## src/rtl/reduce_pipe_flopped.sv

```systemverilog
// Square, XOR-fold and 1-bit reduce of each accepted word, with valid/ready flow control.
// Define REDUCE_STATS_EN to add ones_count, a saturating count of transferred 1 results.
module reduce_pipe_flopped #(
  parameter int BITWIDTH       = 16,
  parameter int NUM_IN_STAGES  = 1,
  parameter int NUM_OUT_STAGES = 1
) (
  input  logic                clk,
  input  logic                rst,
  input  logic                in_valid,
  output logic                in_ready,
  input  logic [BITWIDTH-1:0] in_data,
  input  logic [1:0]          in_mode,
  output logic                out_valid,
  input  logic                out_ready,
  output logic                out_result,
  output logic [1:0]          out_mode
`ifdef REDUCE_STATS_EN
  ,
  output logic [15:0]         ones_count
`endif
);
  localparam int STAGES = NUM_IN_STAGES + 2 + NUM_OUT_STAGES;
  localparam int F_S    = NUM_IN_STAGES + 1;

  typedef enum logic [1:0] {M_OR = 2'b00, M_AND = 2'b01, M_XOR = 2'b10, M_NOR = 2'b11} mode_e;

  logic [STAGES-1:0]                      vld_pipe_q;
  logic [STAGES-1:0][1:0]                 mode_q;
  logic [NUM_IN_STAGES-1:0][BITWIDTH-1:0] din_q;
  logic [2*BITWIDTH-1:0]                  op_w, sq_d, sq_q;
  logic [BITWIDTH-1:0]                    f_d, f_q;
  logic [NUM_OUT_STAGES-1:0]              res_q;
  logic                                   res_d, en;

  // One enable for the whole pipe: a stalled output freezes every stage.
  assign en       = !out_valid || out_ready;
  assign in_ready = en;

  assign op_w = {{BITWIDTH{1'b0}}, din_q[NUM_IN_STAGES-1]};
  assign sq_d = op_w * op_w;
  assign f_d  = sq_q[BITWIDTH-1:0] ^ sq_q[2*BITWIDTH-1:BITWIDTH];

  always_comb begin
    res_d = 1'b0;
    case (mode_e'(mode_q[F_S]))
      M_OR:    res_d = |f_q;
      M_AND:   res_d = &f_q;
      M_XOR:   res_d = ^f_q;
      M_NOR:   res_d = ~|f_q;
      default: res_d = 1'b0;
    endcase
  end

  always_ff @(posedge clk or posedge rst) begin
    if (rst) begin
      vld_pipe_q <= '0;
      mode_q     <= '0;
      din_q      <= '0;
      sq_q       <= '0;
      f_q        <= '0;
      res_q      <= '0;
    end else if (en) begin
      // Bubbles enter with zeroed data/mode so idle stages stay quiet.
      vld_pipe_q <= {vld_pipe_q[STAGES-2:0], in_valid};
      mode_q     <= {mode_q[STAGES-2:0], (in_valid ? in_mode : 2'b00)};
      din_q[0]   <= in_valid ? in_data : '0;
      for (int i = 1; i < NUM_IN_STAGES; i++) din_q[i] <= din_q[i-1];
      sq_q       <= sq_d;
      f_q        <= f_d;
      res_q[0]   <= res_d;
      for (int k = 1; k < NUM_OUT_STAGES; k++) res_q[k] <= res_q[k-1];
    end
  end

  assign out_valid  = vld_pipe_q[STAGES-1];
  assign out_mode   = mode_q[STAGES-1];
  assign out_result = res_q[NUM_OUT_STAGES-1];

`ifdef REDUCE_STATS_EN
  logic [15:0] cnt_q;

  always_ff @(posedge clk or posedge rst) begin
    if (rst)
      cnt_q <= '0;
    else if (out_valid && out_ready && out_result && (cnt_q != 16'hFFFF))
      cnt_q <= cnt_q + 16'd1;
  end

  assign ones_count = cnt_q;
`endif
endmodule

```

## config.mk

```make
export PLATFORM = sky130hd
export DESIGN_NAME = reduce_pipe_flopped
export DESIGN_NICKNAME = d
export VERILOG_FILES = /design/src/rtl/reduce_pipe_flopped.sv
export SDC_FILE = /design/constraint.sdc
export NUM_CORES = 1
export LEC_CHECK = 0
export BUFFER_PORTS_ARGS = -buffer_cell sky130_fd_sc_hd__buf_2
export CAP_MARGIN = 20
export CORE_MARGIN = 2
export CORE_UTILIZATION = 50
export DETAILED_ROUTE_END_ITERATION = 10
export MAX_ROUTING_LAYER = met4
export PLACE_DENSITY = 0.66
export SYNTH_ARGS = -nofsm -noshare
export SYNTH_HDL_FRONTEND = slang
export SYNTH_SLANG_ARGS = --single-unit
```

## constraint.sdc

```tcl
create_clock -name clk -period 8.85 [get_ports clk]
set_input_delay 0.885 -clock clk [delete_from_list [all_inputs] [get_ports clk]]
set_output_delay 0.885 -clock clk [all_outputs]
set_load 0.02 [all_outputs]
```

==> results of run 1 <==
cell type report:
type / count / area (um2)
fill: 1962 / 9690
multi-input combinational: 798 / 7590
sequential: 76 / 1900
inverter: 270 / 1020
tap: 275 / 344
clock buffer: 10 / 239
timing repair buffer: 31 / 188
clock inverter: 6 / 53.8
power groups by stage:
stage / combinational [mW] / clock, mW / sequential, mW
2_1_floorplan: 2.18 / 0 / 0.586
3_3_place_gp: 2.76 / 0 / 0.672
3_5_place_dp: 2.78 / 0 / 0.676
4_1_cts: 2.81 / 0.381 / 0.671
5_1_grt: 3.20 / 0.395 / 0.691
6_report: 2.78 / 0.373 / 0.670
registers in the layout (all words and copies together) (netlist names):
signal,count
din_q,16
f_q,16
mode_q,6
out_mode,2
out_result,1
sq_q,31
vld_pipe_q,4
layout by cell type, fill, tap and decap left out, types with 8 or more instances in the layout:
cell / instances
nand4_1: 8
a21o_1: 18
nand3_1: 23
ha_1: 118
inv_1: 267
nor2_1: 47
and2_1: 38
dfrtp_1: 76
nand2_1: 168
a21oi_1: 37
fa_1: 162
clkbuf_16: 9
buf_2: 26
xor2_1: 27
o21ai_0: 40
xnor2_1: 25
worst paths after layout:
check / from / slack [ns] / end
max: din_q[9] / 2.38 / sq_q[28]
min: vld_pipe_q[2] / 0.46 / vld_pipe_q[2]
max reg2reg: din_q[9] / 2.38 / sq_q[28]
min reg2reg: vld_pipe_q[2] / 0.46 / vld_pipe_q[2]
max in group asynchronous: rst / 7.70 / din_q[7]
min in group asynchronous: rst / 0.56 / out_mode[0]
per-layer routing:
metal	part of all wire	global-route usage
met5	0	-
met4	0.019	0.0561
met3	0.034	0.0288
met2	0.50	0.393
met1	0.45	0.304
worst max-delay path, stage by stage, from the launching register on:
cell and delay, ns:
dfrtp_1 0.66, and2_1 0.31, fa_1 0.50, inv_1 0.05, fa_1 0.52, inv_1 0.05
fa_1 0.51, inv_1 0.06, fa_1 0.53, inv_1 0.05, fa_1 0.47, inv_1 0.05
fa_1 0.47, inv_1 0.04, ha_1 0.40, nand2_1 0.18, a211oi_1 0.32, a31oi_2 0.10
a21o_1 0.23, a31oi_2 0.20, a221o_1 0.24, nor4bb_1 0.30, nor3_1 0.09
through the flow:
step | area (um2) | utilization
2_1_floorplan | 10700 | -
3_3_place_gp | 11000 | 0.524
3_5_place_dp | 11000 | 0.524
4_1_cts | 11300 | 0.538
5_1_grt | 11300 | 0.539
6_report | 11300 | 0.539
kinds of logic after synthesis:
logic type / after synthesis / synth area share
xor gates and xnor gates: 52 / 0.0426
DFF: 76 / 0.178
adders and majority gates: 280 / 0.442
AOI/OAI and AO/OA: 147 / 0.0902
muxes: 2 / 0.00199
buffers and inverters: 315 / 0.112
and+or+nand+nor: 317 / 0.133
==> reports/metrics.cfg, run 1 <==
[detailed_routing]
routedWlPerCell_um=15.9
drtIter0Drc=424
drtAntennaViolNets=0
vias=7668
drc=0
detail_route.vias_per_cell=5.23
drt_wl_total_mm=23.3
firstDrtPassIters=5

[floorplan]
initial_core_util=0.508
core_um2=21000
die_y_um=150
die_w_um=150
die_area_um2=22500
ioPinCount=27
row_count=53

[pwr]
max-vdd-ir-drop_mv=0.265
p_sw_frac=0.521
p_clk_frac=0.098
combPwrFrac=0.727
power.share.sequential=0.175
internal_power_mw=1.83
total_power_mw=3.82
p_sw_mw=1.99
power_density_nw_per_um2=337
p_leak_nw=6.31

[cells_and_area]
layout.nets=1488
fin_cells=1466
syn2layout_area_growth_pct=6.07
diodes=0
layout-drive-gt1-share=0.0579

[clock_tree]
path_clk_slew_ns=0.07
postCtsSetupBuffers=0
cts_tree=done
cts_buffer_depth=2
clockRootBuffer=clkbuf_16
numCtsBuffers=9
cts_resized=0
clock_latency_ns=0.35
htreeDepth=3
hold_buffers=0
clock_sinks=76

[sta]
post-route-min-period_ns=6.47
setup_viol=0
final_hold_viol_count=0
period_share=0.732
worstMarginPinSlew_ns=0.826
rsz0062_at_grt=false
skew_ns=0.0116
tns_ns=0
slew_violations=0
finalWorstSetupSlack_ns=2.38
fmax_mhz=154
relSlewSlack=0.449
holdWs_ns=0.459

[global_routing]
grt_pass1_wl_mm=39.7
grt_pass1_vias=8131
grt.overflow.total=0
antenna_found_initial=0
grt_max_degree=88
grt_use_total=0.233

[synthesis]
yosys-top-cells-count=inv_1, nand2_1, fa_1
ys_warn_count=0
syn-num-nets=1491
synth-edff-count=0
yosysTopAreaCellShare=0.304
ys_ff_latch=76
synth_flop_cell=dfrtp_1
synth_area_leaders=fa_1, dfrtp_1, ha_1
syn_area_um2=10700
yosysSeqAreaShare=0.178
synth-async-reset-ratio=1.00
syn_inst=1189
synth_top_area_cell=fa_1
yosys.cell_types.count=55
avgSynthCellArea_um2=8.98
synth.most_common_cell=inv_1

[placed_design]
hpwlAfterDp_mm=18.6
place_congestion=0.842
pre_cts_ws_ns=2.38
placed_cells=1449
io_buffers=26

[setup_path]
start_kind=flop
r2r.worst_path.cells=22
cp.required_ns=9.08
worstPathArrival_ns=6.71
path_class=flop to flop
end_kind=flop
crit_path_max_fanout=18

[outcome]
outcome=finished clean

[worst_hold_path]
hold_depth=2
hp-class=flop to flop

[flow_run]
drv_cap=0

No activity file was read; power rests on OpenSTA's default activity.
==> run 2: changes to the inputs <==
--- a/config.mk
+++ b/config.mk
@@ -11,7 +11,7 @@
 export CORE_UTILIZATION = 50
 export DETAILED_ROUTE_END_ITERATION = 10
 export MAX_ROUTING_LAYER = met4
-export PLACE_DENSITY = 0.66
+export PLACE_DENSITY = 0.69
 export SYNTH_ARGS = -nofsm -noshare
 export SYNTH_HDL_FRONTEND = slang
 export SYNTH_SLANG_ARGS = --single-unit
==> constraint.sdc (replaced) <==
create_clock -name clk -period 5.4 [get_ports clk]
set_input_delay 0.54 -clock clk [delete_from_list [all_inputs] [get_ports clk]]
set_output_delay 0.54 -clock clk [all_outputs]
set_load 0.02 [all_outputs]
==> reports/metrics.cfg, run 2 (synthesized netlist as in run 1, its figures left out) <==
[detailed_routing]
drt_wl_total_mm=26.7
vias=8388
drtIter0Drc=423
firstDrtPassIters=5
detail_route.vias_per_cell=5.13
drtAntennaViolNets=0
drc=0
routedWlPerCell_um=16.4

[cells_and_area]
diodes=0
regMostFlops=sq_q
largestRegisters=sq_q: 31 flops, din_q: 16 flops, f_q: 16 flops
syn2layout_area_growth_pct=25.0
layout-drive-gt1-share=0.250
largest_reg_flops=31
layout.nets=1656
final_common_cell=inv_1
mostFrequentLayoutCells=inv_1, nand2_1, fa_1, buf_4, ha_1

[floorplan]
core_um2=21000
die_y_um=150
ioPinCount=27
initial_core_util=0.508
die_area_um2=22500
row_count=53
die_w_um=150

[global_routing]
grt_pass1_vias=8941
grt_max_degree=77
grt_pass1_wl_mm=43.4
grt_use_total=0.255
grt.overflow.total=0
antenna_found_initial=0

[setup_path]
cp_cell_sequence=and2_4 > fa_1 > inv_2 > fa_2 > inv_2 > fa_2 > fa_1 > fa_1 > inv_1 > fa_1 > inv_2 > ha_4 > nand2_4 > o31ai_4 > a211oi_2 > a21o_1 > a31oi_4 > a221o_1 > nor4bb_4 > nor3_2
r2r.worst_path.cells=20
cpMostUsedCell=fa_1
endpoint=sq_q[28]
startpoint=din_q[3]
worstPathArrival_ns=6.00
max_stage_delay_ns=0.57
end_kind=flop
reg2reg_from=din_q[3]
cp_slowest_cell=fa_2
path_class=flop to flop
start_kind=flop
crit_path_max_fanout=8
r2r_slack_ns=-0.38
r2r_end=sq_q[28]
cp.required_ns=5.62

[outcome]
outcome=finished, violations left
violations=setup timing

[clock_tree]
clock_sinks=76
htreeDepth=3
numCtsBuffers=9
clockRootBuffer=clkbuf_16
path_clk_slew_ns=0.07
cts_buffer_depth=2
clock_latency_ns=0.36
cts_tree=done

[sta]
post-route-min-period_ns=5.78
slew_violations=0
setup_viol=17
fmax_mhz=173
skew_ns=0.0145
period_share=1.07
relSlewSlack=0.396
rsz0062_at_grt=true
final_hold_viol_count=0
finalWorstSetupSlack_ns=-0.379
worstMarginPinSlew_ns=0.907

[pwr]
p_leak_nw=7.25
max-vdd-ir-drop_mv=0.536
total_power_mw=8.62
power_density_nw_per_um2=645

[placed_design]
io_buffers=26
hpwlAfterDp_mm=20.5
place_congestion=0.873
pre_cts_ws_ns=-0.553

[flow_run]
drv_cap=0

[worst_hold_path]
hp-class=input port to asynchronous set/reset pin

==> run 2: how the worst min path moves through the flow <==
stage	cells past startpoint	to
after global routing	3	mode_q[0]
after global placement	2	out_mode[0]
final	3	mode_q[0]
after floorplan	2	vld_pipe_q[2]
after CTS	3	din_q[15]
after detailed placement	2	out_mode[0]
==> run 2: cell type report <==
cell class	instances	area, um2
multi-input combinational	798	8150
fill	1711	7670
sequential	76	1920
timing repair buffer	199	1590
inverter	270	1020
tap	275	344
clock buffer	10	239
clock inverter	6	93.8
==> run 2: where the power goes <==
| group | internal, mW | total (mW) | switching (mW) |
|---|---|---|---|
| Combinational | 3.29 | 6.88 | 3.59 |
| Clock | 0.422 | 0.689 | 0.267 |
| Sequential | 0.832 | 1.04 | 0.212 |
| Total | 4.54 | 8.62 | 4.07 |
==> run 2: what timing repair did <==
item	in CTS	in global routing
resized for setup	77	54
hold buffers	0	0
pin swaps	40	22
buffers inserted	14	14
endpoints found under the setup margin	19	20
==> run 2: layer usage <==
metal | vias up | GRT usage | part of all wire
met5 | - | - | 0
met4 | 0 | 0.0514 | 0.015
met3 | 38 | 0.0330 | 0.040
met2 | 162 | 0.442 | 0.52
met1 | 4212 | 0.324 | 0.43
li1 | 3976 | - | -
==> run 2: worst max-delay path: cells and delay by family, from the launching register on <==
kind / cells / cell delay (ns)
AO/OA/AOI/OAI: 5 / 0.95
AND/OR/NAND/NOR: 4 / 0.61
flip-flops: 1 / 0.52
adder cells (fa/ha/maj): 7 / 3.36
buffers and inverters: 4 / 0.18
==> run 2: metrics by stage <==
step | instance area, um2 | hold slack, ns | std cells | setup TNS [ns] | util
3_3_place_gp | 12200 | 0.446 | 1589 | -5.30 | 0.581
6_report | 13400 | 0.146 | 1634 | -4.37 | 0.635
5_1_grt | 13400 | 0.159 | 1634 | -7.44 | 0.635
3_5_place_dp | 12200 | 0.450 | 1589 | -7.06 | 0.581
2_1_floorplan | 10900 | 0.430 | 1189 | -0.334 | -
4_1_cts | 13000 | 0.415 | 1619 | -3.22 | 0.616
==> run 3: changes to the inputs <==
--- a/config.mk
+++ b/config.mk
@@ -12,6 +12,7 @@
 export DETAILED_ROUTE_END_ITERATION = 10
 export MAX_ROUTING_LAYER = met4
 export PLACE_DENSITY = 0.69
+export SKIP_LAST_GASP = 1
 export SYNTH_ARGS = -nofsm -noshare
 export SYNTH_HDL_FRONTEND = slang
 export SYNTH_SLANG_ARGS = --single-unit
==> reports/metrics.cfg, run 3 (synthesized netlist as in run 1, its figures left out) <==
[detailed_routing]
drc=0
firstDrtPassIters=5
detail_route.vias_per_cell=5.11
drt_wl_total_mm=26.0
drtAntennaViolNets=0
vias=8325
drtIter0Drc=442
routedWlPerCell_um=15.9

[clock_tree]
cts_buffer_depth=2
clock_latency_ns=0.36
clock_sinks=76
cts_tree=done
hold_buffers=0
path_clk_slew_ns=0.06
clockRootBuffer=clkbuf_16
htreeDepth=3
numCtsBuffers=9

[sta]
relSlewSlack=0.432
finalWorstSetupSlack_ns=-0.322
final_hold_viol_count=0
fmax_mhz=175
slew_violations=0
post-route-min-period_ns=5.72
skew_ns=0.0151
rsz0062_at_grt=true
worstMarginPinSlew_ns=0.852
setup_viol=17
period_share=1.06

[placed_design]
pre_cts_ws_ns=-0.553
hpwlAfterDp_mm=20.5
io_buffers=26
place_area_um2=12200
place_congestion=0.873

[cells_and_area]
final_common_cell=inv_1
layout.nets=1652
final_cell_area_um2=13200
layout-drive-gt1-share=0.241
diodes=0
largestRegisters=sq_q: 31 flops, din_q: 16 flops, f_q: 16 flops
regMostFlops=sq_q
utilization=0.627
largest_reg_flops=31
syn2layout_area_growth_pct=23.4
mostFrequentLayoutCells=inv_1, nand2_1, buf_4, fa_1, ha_1

[setup_path]
start_kind=flop
path_class=flop to flop
end_kind=flop
crit_path_max_fanout=6
cp.required_ns=5.60
worstPathArrival_ns=5.92

[worst_hold_path]
hp-class=input port to asynchronous set/reset pin

[floorplan]
die_w_um=150
core_um2=21000
die_area_um2=22500
initial_core_util=0.508
ioPinCount=27
row_count=53
die_y_um=150

[outcome]
violations=setup timing
outcome=finished, violations left

[flow_run]
drv_cap=0

[global_routing]
grt.overflow.total=0
grt_pass1_vias=8953
grt_use_total=0.255
antenna_found_initial=0
grt_pass1_wl_mm=43.4
grt_max_degree=77

[pwr]
power_density_nw_per_um2=635
max-vdd-ir-drop_mv=0.518
p_leak_nw=7.19

==> run 3: changes by cell type in the layout (fill, tap and decap cells not counted), sizes merged <==
| cell | change |
|---|---|
| clkbuf | -1 |
| buf | -3 |
==> run 3: worst paths after layout <==
check	startpoint	endpoint	slack [ns]	depth (start not counted)
worst max-delay path	din_q[8]	sq_q[16]	-0.32	25
worst min-delay path	rst	mode_q[0]	0.14	3
worst max register to register	din_q[8]	sq_q[16]	-0.32	25
worst min register to register	out_mode[0]	out_mode[0]	0.46	2
max in group asynchronous	rst	din_q[7]	4.66	4
min in group clk	in_data[12]	din_q[12]	0.42	3
==> run 3: per-stage QoR <==
stage | hold slack, ns | TNS [ns] | power, mW | cells
2_1_floorplan | 0.430 | -0.334 | 4.91 | 1189
3_3_place_gp | 0.446 | -5.30 | 6.66 | 1589
3_5_place_dp | 0.450 | -7.06 | 6.77 | 1589
4_1_cts | 0.415 | -3.39 | 8.04 | 1619
5_1_grt | 0.159 | -6.65 | 9.15 | 1630
6_report | 0.144 | -3.55 | 8.37 | 1630
==> run 3: power breakdown <==
| group | internal [mW] | total [mW] | leakage [nW] | switching (mW) |
|---|---|---|---|---|
| registers | 0.832 | 1.04 | 0.924 | 0.211 |
| logic | 3.17 | 6.63 | 6.11 | 3.46 |
| clock network | 0.422 | 0.690 | 0.160 | 0.269 |
==> run 3: critical path, stage by stage, from the launching register on <==
cell and delay [ns]:
dfrtp_2 0.47, buf_6 0.14, nand2_4 0.06, inv_2 0.04
fa_1 0.52, inv_1 0.05, fa_1 0.49, inv_1 0.05
fa_1 0.49, inv_1 0.05, fa_1 0.48, inv_1 0.05
fa_1 0.47, inv_1 0.05, fa_1 0.51, inv_2 0.05
ha_4 0.26, nand2_4 0.09, a211oi_2 0.04, a31oi_2 0.19
a21o_1 0.22, buf_4 0.13, or2b_1 0.23, a21o_1 0.21
xnor2_2 0.14, a21oi_1 0.08
==> run 3: layout make-up <==
type | instances | area (um2)
Fill cell | 1732 | 7840
Clock buffer | 10 | 239
Timing Repair Buffer | 195 | 1500
Clock inverter | 6 | 93.8
Sequential cell | 76 | 1920
Inverter | 270 | 1020
Tap cell | 275 | 344
Multi-Input combinational cell | 798 | 8080
==> run 3: timing repair <==
item	CTS	global route
pin swaps	38	27
buffers inserted	14	10
gates resized for setup	73	34
setup endpoints to repair	19	20
==> run 3: layer usage <==
layer  global-route usage  wire length [um]  part of all wire
met3               0.0330              1030             0.040
met4               0.0514               484             0.019
met5                    -                 0                 0
met2                0.442             13200              0.51
met1                0.324             11200              0.43
